--- src/rtl/shared_count_arbiter_if.sv ---
// Handshake bundle between the requesting control blocks and the shared counter
// arbiter. Requesters drive req/len; the arbiter drives grant, completion and
// observation signals.
interface shared_count_arbiter_if #(
  parameter int NREQ = 4,
  parameter int CW   = 4
);
  logic [NREQ-1:0]    req;
  logic [NREQ*CW-1:0] len;
  logic [NREQ-1:0]    gnt;
  logic [NREQ-1:0]    done;
  logic               busy;
  logic [CW-1:0]      count;

  modport master (
    output req, len,
    input  gnt, done, busy, count
  );

  modport slave (
    input  req, len,
    output gnt, done, busy, count
  );
endinterface

--- src/rtl/shared_count_arbiter.sv ---
// Round-robin arbiter that lends one up-counter to NREQ requesters in turn.
// The winner's len is captured at grant; the count runs 0..len, then the
// owner gets a one-cycle done pulse. All outputs come straight from flops.
//
//   state | meaning
//   ------+--------------------------------------------------------------
//   IDLE  | no owner; search req from last+1 round-robin and grant winner
//   RUN   | counter owned; count up to target, abort if owner drops req
//   DONE  | done pulse to owner; release grant unconditionally
module shared_count_arbiter #(
  parameter int NREQ = 4,
  parameter int CW   = 4
) (
  input logic                   clk,
  input logic                   rst,
  shared_count_arbiter_if.slave bus
);
  localparam int OW = (NREQ > 1) ? $clog2(NREQ) : 1;

  typedef enum logic [1:0] {IDLE, RUN, DONE} state_t;

  state_t          state, state_d;
  logic [OW-1:0]   owner, owner_d;
  logic [OW-1:0]   last, last_d;
  logic [OW-1:0]   winner;
  logic            found;
  logic [CW-1:0]   target, target_d;
  logic [CW-1:0]   count_q, count_d;
  logic [NREQ-1:0] gnt_q, gnt_d;
  logic [NREQ-1:0] done_q, done_d;
  logic            busy_q, busy_d;
  logic [CW-1:0]   len_arr [NREQ];

  for (genvar i = 0; i < NREQ; i++) begin : g_len
    assign len_arr[i] = bus.len[i*CW +: CW];
  end

  // Round-robin search: first set req starting just after the last winner.
  always_comb begin
    int            idx;
    logic [OW-1:0] idx_w;
    found  = 1'b0;
    winner = last;
    idx    = 0;
    idx_w  = '0;
    for (int k = 1; k <= NREQ; k++) begin
      idx = int'(last) + k;
      if (idx >= NREQ) idx = idx - NREQ;
      idx_w = OW'(idx);
      if (!found && bus.req[idx_w]) begin
        found  = 1'b1;
        winner = idx_w;
      end
    end
  end

  // State and datapath registers, synchronous reset.
  always_ff @(posedge clk) begin
    if (rst) begin
      state   <= IDLE;
      owner   <= '0;
      last    <= OW'(NREQ - 1);
      target  <= '0;
      count_q <= '0;
      gnt_q   <= '0;
      done_q  <= '0;
      busy_q  <= 1'b0;
    end else begin
      state   <= state_d;
      owner   <= owner_d;
      last    <= last_d;
      target  <= target_d;
      count_q <= count_d;
      gnt_q   <= gnt_d;
      done_q  <= done_d;
      busy_q  <= busy_d;
    end
  end

  // Next-state decision.
  always_comb begin
    state_d = state;
    unique case (state)
      IDLE:    if (found) state_d = RUN;
      RUN: begin
        if (!bus.req[owner])       state_d = IDLE;
        else if (count_q == target) state_d = DONE;
      end
      DONE:    state_d = IDLE;
      default: state_d = IDLE;
    endcase
  end

  // Next values of the registered outputs and transaction context.
  always_comb begin
    owner_d  = owner;
    last_d   = last;
    target_d = target;
    count_d  = count_q;
    gnt_d    = gnt_q;
    done_d   = '0;
    unique case (state)
      IDLE: begin
        gnt_d   = '0;
        count_d = '0;
        if (found) begin
          owner_d  = winner;
          last_d   = winner;
          target_d = len_arr[winner];
          gnt_d[winner] = 1'b1;
        end
      end
      RUN: begin
        if (!bus.req[owner]) begin
          // Abort: release without a done pulse; last stays on this owner.
          gnt_d   = '0;
          count_d = '0;
        end else if (count_q == target) begin
          done_d[owner] = 1'b1;
        end else begin
          count_d = count_q + 1'b1;
        end
      end
      DONE: begin
        gnt_d   = '0;
        count_d = '0;
      end
      default: begin
        gnt_d   = '0;
        count_d = '0;
      end
    endcase
    busy_d = (state_d != IDLE);
  end

  assign bus.gnt   = gnt_q;
  assign bus.done  = done_q;
  assign bus.busy  = busy_q;
  assign bus.count = count_q;
endmodule

--- src/flat_wrapper.sv ---
// flat-port wrapper written by rule: the top's interface ports become plain ports
module shared_count_arbiter_flat 
#(
  parameter int NREQ = 4,
  parameter int CW   = 4
)
  (clk, rst, bus_req, bus_len, bus_gnt, bus_done, bus_busy, bus_count);
  shared_count_arbiter_if #(.NREQ(NREQ), .CW(CW)) bus_i ();
  input logic clk;
  input logic rst;
  input wire logic [$bits(bus_i.req)-1:0] bus_req;
  input wire logic [$bits(bus_i.len)-1:0] bus_len;
  output wire logic [$bits(bus_i.gnt)-1:0] bus_gnt;
  output wire logic [$bits(bus_i.done)-1:0] bus_done;
  output wire logic [$bits(bus_i.busy)-1:0] bus_busy;
  output wire logic [$bits(bus_i.count)-1:0] bus_count;
  assign bus_i.req = bus_req;
  assign bus_i.len = bus_len;
  assign bus_gnt = bus_i.gnt;
  assign bus_done = bus_i.done;
  assign bus_busy = bus_i.busy;
  assign bus_count = bus_i.count;
  shared_count_arbiter #(.NREQ(NREQ), .CW(CW)) u_core (.clk(clk), .rst(rst), .bus(bus_i));
endmodule
--- config.mk ---
export PLATFORM = sky130hd
export DESIGN_NAME = shared_count_arbiter_flat
export DESIGN_NICKNAME = d
export VERILOG_FILES = /design/src/rtl/shared_count_arbiter_if.sv /design/src/rtl/shared_count_arbiter.sv /design/src/flat_wrapper.sv
export SDC_FILE = /design/constraint.sdc
export NUM_CORES = 1
export LEC_CHECK = 0
export CORE_UTILIZATION = 40
export CTS_CLUSTER_SIZE = 20
export DETAILED_ROUTE_END_ITERATION = 6
export DONT_BUFFER_PORTS = 1
export GPL_TIMING_DRIVEN = 0
export PLACE_DENSITY = 0.65
export SKIP_LAST_GASP = 1
export SYNTH_ARGS = -nofsm -noshare
export SYNTH_HDL_FRONTEND = slang
export SYNTH_SLANG_ARGS = --single-unit
export TNS_END_PERCENT = 5
--- constraint.sdc ---
create_clock -name clk -period 3.3 [get_ports clk]
set_input_delay 0.165 -clock clk [delete_from_list [all_inputs] [get_ports clk]]
set_output_delay 0.165 -clock clk [all_outputs]
set_load 0.05 [all_outputs]
# Yosys cells after proc, flatten, opt, wreduce, memory -nomap -nowiden
# Cells that the tools add are included.
[word_totals]
regBits = 23
latchBits = 0
ramBits = 0
romBits = 0
wordCells = 86
n_memories = 0
[op_classes]
add_sub_neg = 9
n_mul = 0
n_div = 0
magnitude_cmp = 13
n_eq_ne = 3
shift = 0
muxes = 36
n_bitwise = 4
reduce_logical = 13
[ops]
columns = ["op", "count"]
rows = [
  ["2-bit 2-to-1 mux", 11],
  ["2-bit by 3-bit < comparator with 1-bit output, second input constant", 6],
  ["4-bit 2-to-1 mux", 4],
  ["3-bit >= comparator, second input constant", 4],
  ["1-bit 2-to-1 mux", 11],
  ["1-bit binary-select mux with 2-bit select", 5],
  ["4-bit binary-select mux with 2-bit select", 1],
  ["4-bit one-hot mux with 2 select lines", 1],
  ["2-bit by 1-bit subtractor with 2-bit output, second input constant", 4],
  ["2-bit by 2-bit adder with 3-bit output, second input constant", 2],
  ["1-bit logical AND", 5],
  ["2-bit by 3-bit adder with 4-bit output, second input constant", 1],
  ["4-bit by 1-bit adder with 4-bit output, second input constant", 1],
  ["1-bit demux with 2-bit select", 2],
  ["4-bit equality test", 1],
  ["2-bit by 1-bit >= comparator with 1-bit output, second input constant", 2],
  ["4-bit by 3-bit >= comparator with 1-bit output, second input constant", 1],
  ["2-bit one-hot mux with 2 select lines", 1],
  ["4-bit OR reduction", 1],
  ["2-bit by 1-bit adder with 3-bit output, second input constant", 1],
  ["1-bit zero test", 3],
  ["1-bit inverter", 3],
  ["2-bit inverter with 3-bit output", 1],
  ["3-bit OR reduction", 1],
  ["5 further kinds", 5],
]

# Logic depth before layout (Yosys ltp)
[logic_depth]
word_depth = 21
ltp_mapped = 6
mapped_depth_nobuf = 4

# Worst setup path before layout
# No wires, ideal clock.
[synth_timing]
kind = "register to register"
from = "register u_core.count_q[0] (netlist: u_core.bus.count[0])"
to = "register u_core.state[0]"
setup_ps = 119
arrival_time_ps = 1771
slack_ps = 1409
path_stages_with_launch = 6
n_path_buf = 1
path_cell_list = "dfxtp_1 > xor2_1 > or4_1 > clkbuf_1 > a41oi_1 > nor2_1"
[synth_between]
elab_chain_cells = 4
[synth_lines]
columns = ["element", "line_no", "source"]
rows = [
  ["from (decl)", "shared_count_arbiter.sv:28", "logic [CW-1:0] count_q, count_d;"],
  ["from (signal assigned)", "shared_count_arbiter.sv:73", "count_q <= count_d;"],
  ["4-bit equality test", "shared_count_arbiter.sv:87", "else if (count_q == target) state_d = DONE;"],
  ["2-bit 2-to-1 mux", "shared_count_arbiter.sv:87", ""],
  ["2-bit 2-to-1 mux", "shared_count_arbiter.sv:86", "if (!bus.req[owner]) state_d = IDLE;"],
  ["2-bit one-hot mux with 2 select lines", "shared_count_arbiter.sv:83", "unique case (state)"],
  ["to (signal assigned)", "shared_count_arbiter.sv:69", "state <= state_d;"],
  ["to (decl)", "shared_count_arbiter.sv:22", "state_t state, state_d;"],
]
# No other way between the ends.
# A chain may end at the register's enable or synchronous reset.

# Final worst setup path
# Ends and elaborated chain as after synthesis.

==> metrics.cfg <==
[cells_and_area]
final_cell_mix=dfxtp_1 (23), inv_1 (17), a32oi_1 (9), a211oi_1 (9), nand2_1 (7)
antennaDiodeCount=0
final_area_sq_um=1290
fin_cells=180
final_common_cell=dfxtp_1
drive_gt1_frac=0.0738
finalNetCount=173
synthToLayoutAreaGrowth_pct=5.41

[timing]
setup_tns_ps=0
relSlewSlack=0.463
timing.fmax_ghz=0.478
fin_ws_ps=1210
setup_viol=0
rsz0062_at_grt=false
finalHoldViolCount=0
period_minus_slack_ps=2090
skew_ps=4.71
maxSlewViolCount=0
worstMarginPinSlew_ps=798
fin_crit_sh=0.635

[grt]
grt_first_pass_wirelength_um=4570
antenna_found_initial=0
grt_pass1_vias=1043
grtUsageTotal=0.175
grt_max_degree=14
grt_overflow_total=0

[power_and_ir_drop]
switchingPower_uw=586
p_comb_frac=0.438
p_leak_uw=0.000486
p_seq_frac=0.453
ir_drop_mv=0.496
p_int_uw=618
pwr-share-clk=0.109
p_per_area_nw_per_um2=932
swShare=0.486

[place]
io_buffers=0
place_area_sq_um=1260
dp_hpwl_um=2130
post-place-ws_ps=1220
place.gp.congestion=0.749
dp.cells=176

[clock_tree]
clkSinkCount=23
clockRootBuffer=clkbuf_4
postCtsSetupBuffers=0
postCtsHoldBufs=0
cts_tree=yes
cts-buffers-inserted=3
clk_latency_ps=310
clk_pin_slew_worst_paths_ps=130
cts.repair.resized=0
clock_path_buffers=2
h-tree-depth=1

[outcome]
failed_checks=DRC
status=finished, violations left

[floorplanning]
dieWidth_um=57.4
coreArea_sq_um=2830
fp-row-count=19
dieArea_sq_um=3290
start_util=0.433
io_pins=35
die_y_um=57.4

[detailed_routing]
drc=4
vias=1123
drt-initial-drc-count=46
drt_pass1_iterations=6
vias_per_cell=6.24
routed_wl_um=2790
wl_per_cell_um=15.5
ant_nets=0

[hold_path]
hold_path_class=in -> reg

[worst_setup_path]
cp.required_ps=3520
cp_slowest_stage_delay_ps=770
worst_ep_arrival_time_ps=2310
cp_top_family=flip-flops
crit_path_cell_trace=xor2_1, or4_1, clkbuf_1, a41oi_1, nor2_1
crit_type=reg -> reg
path_max_fanout=7
cp_slowest_cell=dfxtp_1
crit_path_start_kind=flop
crit_buf_inv=1
setup.worst_path.end_class=flop

[synthesis]
syn-instance-count=145
avgSynthCellArea_sq_um=8.46
ys_seq_elements=23
ys_types=37
syn-cell-area_sq_um=1230
yosysWarnings=0
ys_seq_area_frac=0.376
syn_nets=168

[flow_run]
cap_viol_max_count=0

final timing paths:
kind	from	endpoint	slack (ps)	depth (start not counted)
max	u_core.bus.count[0]	u_core.state[0]	1210	5
min	bus_len[2]	u_core.target[2]	90	2
max reg2reg	u_core.bus.count[0]	u_core.state[0]	1210	5
min reg2reg	u_core.target[0]	u_core.target[0]	530	2
power by group through the flow:
stage	clock network, uW	logic, uW	registers (uW)
final	131	528	545
after global routing	147	589	561
after CTS	135	528	545
after detailed placement	0	525	552
after global placement	0	506	551
after floorplan	0	431	530
sequential cells by signal, indices dropped and copies added (netlist names):
register and count:
u_core.target 4, u_core.owner 2, u_core.bus.gnt 4, u_core.last 2
u_core.bus.count 4, u_core.bus.done 4, u_core.bus.busy 1, u_core.state 2
cell families after synthesis:
logic type	count (synthesis)	share of synthesized area
simple gates	47	0.216
buf+inv	25	0.0796
mux	1	0.00816
flops	23	0.376
xor+xnor	5	0.0357
fa+ha+maj	1	0.0102
compound gates	43	0.274
cell type report:
class                           count  area (sq um)
Clock inverter                      1          5.00
Multi-Input combinational cell     97           668
Buffer                              8          33.8
Tap cell                           31          38.8
Inverter                           17          63.8
Fill cell                         300          1540
Clock buffer                        3          22.5
Sequential cell                    23           460
layer usage:
layer  GRT usage  vias up  wire length (um)
met1       0.206      536              1220
met4      0.0383        0                12
met3      0.0567        2               192
met2       0.309       35              1360
met5           0        -                 0
li1            -      550                 -
synth_stat cells (all sizes together):
cell type	number	area, sq um
or3	5	31.3
o22ai	4	25.0
mux2i	1	10.0
o32a	1	10.0
or4	1	7.51
clkbuf	4	15.0
a32oi	9	78.8
a21oi	5	25.0
nand3b	1	7.51
nand2b	4	25.0
a21o	3	22.5
nor4b	1	15.0
nor4	6	43.8
nor2b	2	12.5
xor2	4	35.0
a311o	1	20.0
o221ai	4	41.3
inv	17	63.8
nand2	7	26.3
nand4	2	12.5
and2	1	6.26
nand3	6	30.0
o21a	1	7.51
buf	4	18.8
ha	1	12.5
xnor2	1	8.76
nor2	6	22.5
dfxtp	23	460
nor3	5	25.0
o211a	1	10.0
o21ai	4	20.0
a41oi	1	8.76
a211oi	9	67.6
worst reg2reg max path, cell delays in order, from the launching register on:
cell	delay (ps)
dfxtp_1	770
xor2_1	160
or4_1	530
clkbuf_1	200
a41oi_1	280
nor2_1	60
stage by stage:
| step | total power (uW) | utilization | hold slack [ps] |
|---|---|---|---|
| finish | 1200 | 0.457 | 93.0 |
| global route | 1300 | 0.457 | 76.4 |
| CTS | 1210 | 0.457 | 82.2 |
| detailed placement | 1080 | 0.447 | 424 |
| global placement | 1060 | 0.447 | 412 |
| floorplan | 961 | - | 393 |
(Power assumes the default switching activity.)
